`config.mk`:
```
export PLATFORM = sky130hd
export DESIGN_NAME = mem_arbiter
export DESIGN_NICKNAME = d
export VERILOG_FILES = /design/src/rtl/cpu_types_pkg.sv /design/src/rtl/diaosi_types_pkg.sv /design/src/rtl/mem_arb_tmo.sv /design/src/rtl/mem_arbiter.sv
export SDC_FILE = /design/constraint.sdc
export NUM_CORES = 1
export LEC_CHECK = 0
export ABC_CLOCK_PERIOD_IN_PS = 1650
export BUFFER_PORTS_ARGS = -buffer_cell sky130_fd_sc_hd__buf_2
export CORE_AREA = 2 2 104 106
export DETAILED_ROUTE_END_ITERATION = 7
export DIE_AREA = 0 0 106 108
export HOLD_SLACK_MARGIN = 0.15
export PLACE_DENSITY = 0.62
export SYNTH_ARGS = -nofsm -noshare
export SYNTH_HDL_FRONTEND = slang
export SYNTH_SLANG_ARGS = --single-unit
```
`constraint.sdc`:
```
create_clock -name CLK -period 1.65 [get_ports CLK]
set_clock_uncertainty 0.2 [all_clocks]
set_input_delay 0.0825 -clock CLK [delete_from_list [all_inputs] [get_ports CLK]]
set_output_delay 0.0825 -clock CLK [all_outputs]
set_load 0.005 [all_outputs]
```
`src/rtl/cpu_types_pkg.sv`:
```
// Shared CPU-side types: bus word and the RAM status encoding reported on ramstate.
package cpu_types_pkg;

  typedef logic [31:0] word_t;

  typedef enum logic [1:0] {
    FREE   = 2'd0,
    BUSY   = 2'd1,
    ACCESS = 2'd2,
    ERROR  = 2'd3
  } ramstate_t;

endpackage

```
`src/rtl/diaosi_types_pkg.sv`:
```
// Memory-arbiter grant states; the state register is the only record of who owns the RAM.
package diaosi_types_pkg;

  typedef enum logic [1:0] {
    ARB_IDLE = 2'd0,
    ARB_I    = 2'd1,
    ARB_D    = 2'd2
  } arb_state_t;

endpackage

```
`src/rtl/mem_arb_tmo.sv`:
```
// Granted-access watchdog: counts granted cycles, tc flags the last permitted cycle.
module mem_arb_tmo #(
  parameter int RAM_TIMEOUT = 64
) (
  input  logic clk,
  input  logic rst_n,
  input  logic clear,
  input  logic en,
  output logic tc
);

  localparam int W = (RAM_TIMEOUT > 1) ? $clog2(RAM_TIMEOUT) : 1;

  logic [W-1:0] cnt_q, cnt_d;

  // NOTE: give every always_comb output a default first so no path leaves it unassigned (no latch).
  always_comb begin
    cnt_d = cnt_q;
    if (clear) begin
      cnt_d = '0;
    end else if (en) begin
      cnt_d = cnt_q + W'(1);
    end
  end

  // NOTE: sequential state uses <= so every flop samples pre-edge values, whatever the block order.
  always_ff @(posedge clk or negedge rst_n) begin
    if (!rst_n) begin
      cnt_q <= '0;
    end else begin
      cnt_q <= cnt_d;
    end
  end

  assign tc = (cnt_q == W'(RAM_TIMEOUT - 1));

endmodule

```
`src/rtl/mem_arbiter.sv`:
```
// Two-master (icache/dcache) single-port RAM arbiter with timeout and sticky error.
// Define MEM_ARBITER_RR_EN for round-robin priority; default build gives dcache fixed priority.
module mem_arbiter
  import cpu_types_pkg::*;
  import diaosi_types_pkg::*;
#(
  parameter int RAM_TIMEOUT = 64
) (
  input  logic        CLK,
  input  logic        nRST,
  input  logic        iREN,
  input  logic [31:0] iaddr,
  output logic [31:0] iload,
  output logic        iwait,
  input  logic        dREN,
  input  logic        dWEN,
  input  logic [31:0] daddr,
  input  logic [31:0] dstore,
  output logic [31:0] dload,
  output logic        dwait,
  output logic        ramREN,
  output logic        ramWEN,
  output logic [31:0] ramaddr,
  output logic [31:0] ramstore,
  input  logic [31:0] ramload,
  input  logic [1:0]  ramstate,
  output logic        err
);

  arb_state_t state_q, state_d;
  logic       err_q, err_d;
  logic       ireq, dreq, granted, tmo_tc, d_first;
  logic       hit, bad;
  ramstate_t  rs;

  assign rs    = ramstate_t'(ramstate);
  assign ireq  = iREN;
  assign dreq  = dREN | dWEN;
  assign iload = ramload;
  assign dload = ramload;
  assign err   = err_q;

  // A granted access ends on ACCESS, on ERROR, or when the watchdog runs out.
  assign hit = (rs == ACCESS) || (rs == ERROR) || tmo_tc;
  assign bad = (rs != ACCESS);

`ifdef MEM_ARBITER_RR_EN
  logic last_d_q, last_d_d;
  assign d_first = !last_d_q;
`else
  assign d_first = 1'b1;
`endif

  mem_arb_tmo #(.RAM_TIMEOUT(RAM_TIMEOUT)) u_tmo (
    .clk   (CLK),
    .rst_n (nRST),
    .clear (state_q == ARB_IDLE),
    .en    (granted),
    .tc    (tmo_tc)
  );

  always_comb begin
    state_d  = state_q;
    err_d    = err_q;
    granted  = 1'b0;
    ramREN   = 1'b0;
    ramWEN   = 1'b0;
    ramaddr  = '0;
    ramstore = '0;
    iwait    = ireq;
    dwait    = dreq;
`ifdef MEM_ARBITER_RR_EN
    last_d_d = last_d_q;
`endif
    case (state_q)
      ARB_IDLE: begin
        if (dreq && (!ireq || d_first)) begin
          state_d = ARB_D;
`ifdef MEM_ARBITER_RR_EN
          last_d_d = 1'b1;
`endif
        end else if (ireq) begin
          state_d = ARB_I;
`ifdef MEM_ARBITER_RR_EN
          last_d_d = 1'b0;
`endif
        end
      end
      ARB_I: begin
        granted = 1'b1;
        ramREN  = 1'b1;
        ramaddr = iaddr;
        // A dropped request aborts silently: wait stays high, no error.
        iwait   = !(ireq && hit);
        if (!ireq) begin
          state_d = ARB_IDLE;
        end else if (hit) begin
          state_d = ARB_IDLE;
          err_d   = err_q | bad;
        end
      end
      ARB_D: begin
        granted  = 1'b1;
        ramWEN   = dWEN;
        ramREN   = !dWEN;
        ramaddr  = daddr;
        ramstore = dstore;
        dwait    = !(dreq && hit);
        if (!dreq) begin
          state_d = ARB_IDLE;
        end else if (hit) begin
          state_d = ARB_IDLE;
          err_d   = err_q | bad;
        end
      end
      default: state_d = ARB_IDLE;
    endcase
  end

  always_ff @(posedge CLK or negedge nRST) begin
    if (!nRST) begin
      state_q  <= ARB_IDLE;
      err_q    <= 1'b0;
`ifdef MEM_ARBITER_RR_EN
      last_d_q <= 1'b0;
`endif
    end else begin
      state_q  <= state_d;
      err_q    <= err_d;
`ifdef MEM_ARBITER_RR_EN
      last_d_q <= last_d_d;
`endif
    end
  end

endmodule

```
# Word-level counts from Yosys, hierarchy flattened
# Index checks and enable logic that the tools add are counted.
# W data, S select, Z words.
[totals]
regBits = 9
in_bits = 135
word_cells = 46
[op_classes]
add_sub_neg = 1
n_eq_ne = 9
mux = 19
bitwise = 2
reduce_logical = 12
[ops]
columns = ["op", "count"]
rows = [
  ["$pmux W32 S2", 1],
  ["$mux W32", 1],
  ["$mux W6", 2],
  ["$mux W2", 5],
  ["$mux W1", 7],
  ["$add A6 B1 Y6 const B", 1],
  ["$eq A2 B2 Y1 const B", 3],
  ["$eq A6 B6 Y1 const B", 1],
  ["$ne A2 B2 Y1 const B", 3],
  ["$pmux W2 S3", 1],
  ["$pmux W1 S2", 2],
  ["$reduce_bool A2 Y1", 2],
  ["$logic_not A1 Y1", 3],
  ["$ne A3 B3 Y1 const B", 1],
  ["$reduce_and A3 Y1", 1],
  ["$eq A2 B1 Y1 const B", 1],
  ["$logic_and A1 B1 Y1", 2],
  ["$logic_not A2 Y1", 1],
  ["$logic_or A1 B1 Y1", 2],
  ["$or A1 B1 Y1", 2],
  ["$reduce_or A2 Y1", 1],
]

# Logic depth before layout (Yosys ltp)
[depth]
ltp_word = 6
depth_mapped = 7
depth_no_buf = 5

# Hierarchy
# A second synthesis with hierarchy kept.
[hier_totals]
hier_cells = 238
area_unflattened_um2 = 1761.7
[by_module_without_submodules]
columns = ["module", "n_inst", "cells_per_inst", "area_each_um2", "seq_area_each_um2"]
rows = [
  ["mem_arbiter", 1, 210, 1480.2, 75.1],
  ["mem_arb_tmo", 1, 28, 281.5, 150.1],
]

# Least setup slack after synthesis
# OpenSTA, ideal clock, no wires.
[synth_timing]
path_kind = "reg2reg"
start = "register u_tmo.cnt_q[0]"
end = "register state_q[1]"
t_arrival_ns = 1.351
slack_ns = -0.005
path_stages_with_launch = 5
synth_period_minus_slack_ns = 1.655
path_cell_list = "dfrtp_1 > ha_1 > and3_1 > a31o_1 > o41ai_2"
[synth_between]
elab_chain_cells = 5
elab_cells_between_ends = 6
cone_classes = "1 x eq/ne; 4 x mux; 1 x reduce/logical"
[synth_lines]
columns = ["item", "line", "rtl"]
rows = [
  ["start: declaration", "mem_arb_tmo.sv:14", "logic [W-1:0] cnt_q, cnt_d;"],
  ["start signal: assignment", "mem_arb_tmo.sv:31", "cnt_q <= cnt_d;"],
  ["$eq A6 B6 Y1 *", "mem_arb_tmo.sv:35", "assign tc = (cnt_q == W'(RAM_TIMEOUT - 1));"],
  ["$logic_or A1 B1 Y1 *", "mem_arbiter.sv:44", "assign hit = (rs == ACCESS) || (rs == ERROR) || tmo_tc;"],
  ["$mux W2 *", "--", ""],
  ["$mux W2 (on tied branches)", "--", ""],
  ["$pmux W2 S3 *", "--", ""],
  ["end signal: assignment", "mem_arbiter.sv:128", "state_q <= state_d;"],
  ["end: declaration", "mem_arbiter.sv:30", "arb_state_t state_q, state_d;"],
]
# Every way passes the cells marked *; elsewhere a longest branch is shown, timed or not.
# A chain may end at the register's enable or synchronous reset.

# Final worst setup path
[layout_timing]
start = "register state_q[0]"
end = "output port ramaddr[28]"
[layout_between]
elab_chain_cells = 2
elab_cells_between_ends = 3
cone_classes = "2 x eq/ne; 1 x mux"
[layout_lines]
columns = ["item", "line", "rtl"]
rows = [
  ["$eq A2 B2 Y1 / $eq A2 B1 Y1 (equally long branches)", "mem_arbiter.sv:75", "case (state_q)"],
  ["$pmux W32 S2 *", "mem_arbiter.sv:75", ""],
  ["end: declaration", "mem_arbiter.sv:23", "output logic [31:0] ramaddr,"],
]
# Marked as above.

==> impl_metrics.ini <==
[routing]
wl_per_cell_um = 16.7
firstDrtPassIters = 4
vias_per_cell = 4.33
post-route-drc-count = 0
via_count = 2358
drt_iter0_markers = 72
wirelength_um = 9080
ant_nets = 0

[cts]
cts.sinks = 9
cts_tree = yes
cts.reportedPaths.clkPinSlew_ns = 0.05
cts_root_buf = clkbuf_8
htree_num_levels = 1
cts_made_buffers = 3
clkLatencyLatePin_ns = 0.24
cts.path.max_buffers = 2

[synth]
synth_cell_type_count = 33
syn_area_um2 = 1790
synth_warnings = 0
ys_async_sr_fraction_pct = 100
ys.flop_type = dfrtp_1
syn_area_per_cell_um2 = 7.63
ys_ff_latch = 9
synth.largest_area_cell = buf_4
synth_nets = 375
synth.top_cells.by_count = buf_4, and2_1, nor2b_1
ys_seq_area_share_pct = 12.6
synth_edf_count = 0
synth_top_area_share_pct = 26.8
yosys-top-cells-area = buf_4, a22oi_1, dfrtp_1
syn_inst = 235
yosysMostFrequentCell = buf_4

[timing]
setup_slack_ns = -0.207
min_period_ns = 1.86
clock.fmax_ghz = 0.539
setup_viol = 69
worst_pin_slew_ns = 0.491
post-route-period-util_pct = 113
finalSetupTns_ns = -8.76
final_max_slew_viol_count = 0
hold_slack_ns = 0.168
hold_violations = 0
max_slew_margin_pct = 67.2
rsz0062_at_grt = yes

[floorplan]
die_w_um = 106
io_pins = 268
dieArea_um2 = 11400
core_um2 = 10200
row_count = 37
chipHeight_um = 108
start_util_pct = 17.5

[worst_hold_path]
hold_start = dWEN
hp-class = primary input to register
hold_depth = 4
hold_end = state_q[1]

[job]
cap_violations = 0

[power_and_ir_drop]
irDropWorstVdd_v = 0.000652
pwr-share-comb_pct = 88.3
internal-power_w = 0.00311
pwr-share-seq_pct = 6.3
swShare_pct = 36.7
p_leak_nw = 1.80
p_switching_w = 0.00180
clock_power_share_pct = 5.4
power_w = 0.00491
p_per_area_nw_per_um2 = 1310

[global_routing]
grt_pass1_wl_um = 12300
grt-ovfl-total = 0
grt_pass1_vias = 2478
antenna_found_initial = 0
grt_max_degree = 33
grtUsageTotal_pct = 13.2

[placement]
dpl_cell_area_um2 = 2440
port_buffers = 171
dpl.hpwl_um = 5770
gp_congestion = 0.860
place_ws_ns = -0.0613

[critical_path]
crit_fanout = 16
r2r-end = u_tmo.cnt_q[5]
end_kind = output pin
path_class = register to output pin
worst_ep_arrival_time_ns = 1.57
required_ns = 1.37
r2r_start = state_q[0]
critPathLaunchType = register
reg2reg_slack_ns = -0.09
reg2reg_depth = 5

[cells_and_area]
design_area_um2 = 3750
syn_to_final_growth_pct = 109
nets = 550
antenna_cells = 0
layout-drive-gt1-share_pct = 71.6

[outcome]
violations = negative setup slack
status = complete, but fails checks
-- logic make-up (layout without fill, tap and decap cells) --
family	count (synthesis)	in the layout	synth area share, %
adders and majority gates	5	5	3.49
DFF	9	9	12.6
muxes	2	2	1.19
buffers and inverters	83	257	31.5
xor gates and xnor gates	1	1	0.489
and+or+nand+nor	83	83	29.0
AOI/OAI and AO/OA	52	52	21.8
-- how the worst max path moves through the flow --
stage | from | to | slack, ns | cells past startpoint
3_5_place_dp | state_q[0] | ramaddr[6] | -0.06 | 6
2_1_floorplan | state_q[0] | u_tmo.cnt_q[5] | 0.01 | 5
5_1_grt | state_q[0] | ramaddr[7] | -0.25 | 7
3_3_place_gp | state_q[0] | ramaddr[26] | -0.04 | 6
4_1_cts | state_q[0] | ramaddr[19] | -0.17 | 7
6_report | state_q[0] | ramaddr[28] | -0.21 | 6
-- power by group through the flow --
stage	Clock [W]	Combinational [W]	Sequential, W
2_1_floorplan	0	0.00133	0.000311
3_3_place_gp	0	0.00225	0.000305
3_5_place_dp	0	0.00228	0.000304
4_1_cts	0.000269	0.00395	0.000309
5_1_grt	0.000290	0.00462	0.000312
6_report	0.000267	0.00434	0.000309
-- metrics by stage --
step,std cells,util (%)
after floorplan,235,-
after global placement,478,23.8
after detailed placement,478,23.8
after CTS,539,34.6
after global routing,545,36.7
final,545,36.7
-- flip-flops by register name (all words and copies together), names as in the netlist --
name         flops
err              1
u_tmo.cnt_q      6
state_q          2
-- critical path, stage by stage (launching register included) --
cell and delay [ns]:
dfrtp_2 0.38, inv_4 0.05, buf_4 0.14, ha_4 0.31, clkbuf_16 0.18, nor2b_1 0.14
buf_2 0.13
-- cells in the final DEF, fill, tap and decap left out, types with 3 or more instances in the layout --
master / netlist / final
and2_4: 0 / 31
dfrtp_1: 9 / 8
buf_2: 4 / 140
buf_12: 0 / 7
nand2_1: 3 / 3
o21ai_0: 6 / 5
a22oi_2: 0 / 24
ha_4: 0 / 3
nor2b_2: 0 / 4
dlygate4sd3_1: 0 / 38
buf_4: 64 / 19
a22oi_1: 32 / 8
clkbuf_8: 0 / 3
clkbuf_16: 0 / 3
buf_16: 0 / 5
and2_1: 34 / 3
buf_6: 1 / 37
nor2b_1: 33 / 29
nor2_1: 6 / 4
-- per-layer routing --
metal  up-vias  global-route usage [%]  share of wire, %
li1       1085                       -                 -
met1      1137                    15.0                38
met2       121                    25.0                54
met3        15                    2.83               5.6
met4         0                    3.67               2.0
met5         -                       0                 0
-- area by class of cell --
| class | count | area [µm²] |
|---|---|---|
| clock buffers | 4 | 45.0 |
| multi-input cells | 143 | 1290 |
| fillers | 1021 | 6480 |
| repair buffers | 250 | 2010 |
| inverters | 3 | 13.8 |
| flip-flops and latches | 9 | 226 |
| well taps | 136 | 170 |
-- repair_timing --
action,4_1_cts,5_1_grt
cloned,6,4
endpoints found under the hold margin,76,0
setup buffers,15,4
gates resized for setup,90,32
pin swaps,3,3
endpoints found under the setup margin,69,74
hold buffers,38,0
Power figures use the tool's default switching activity.
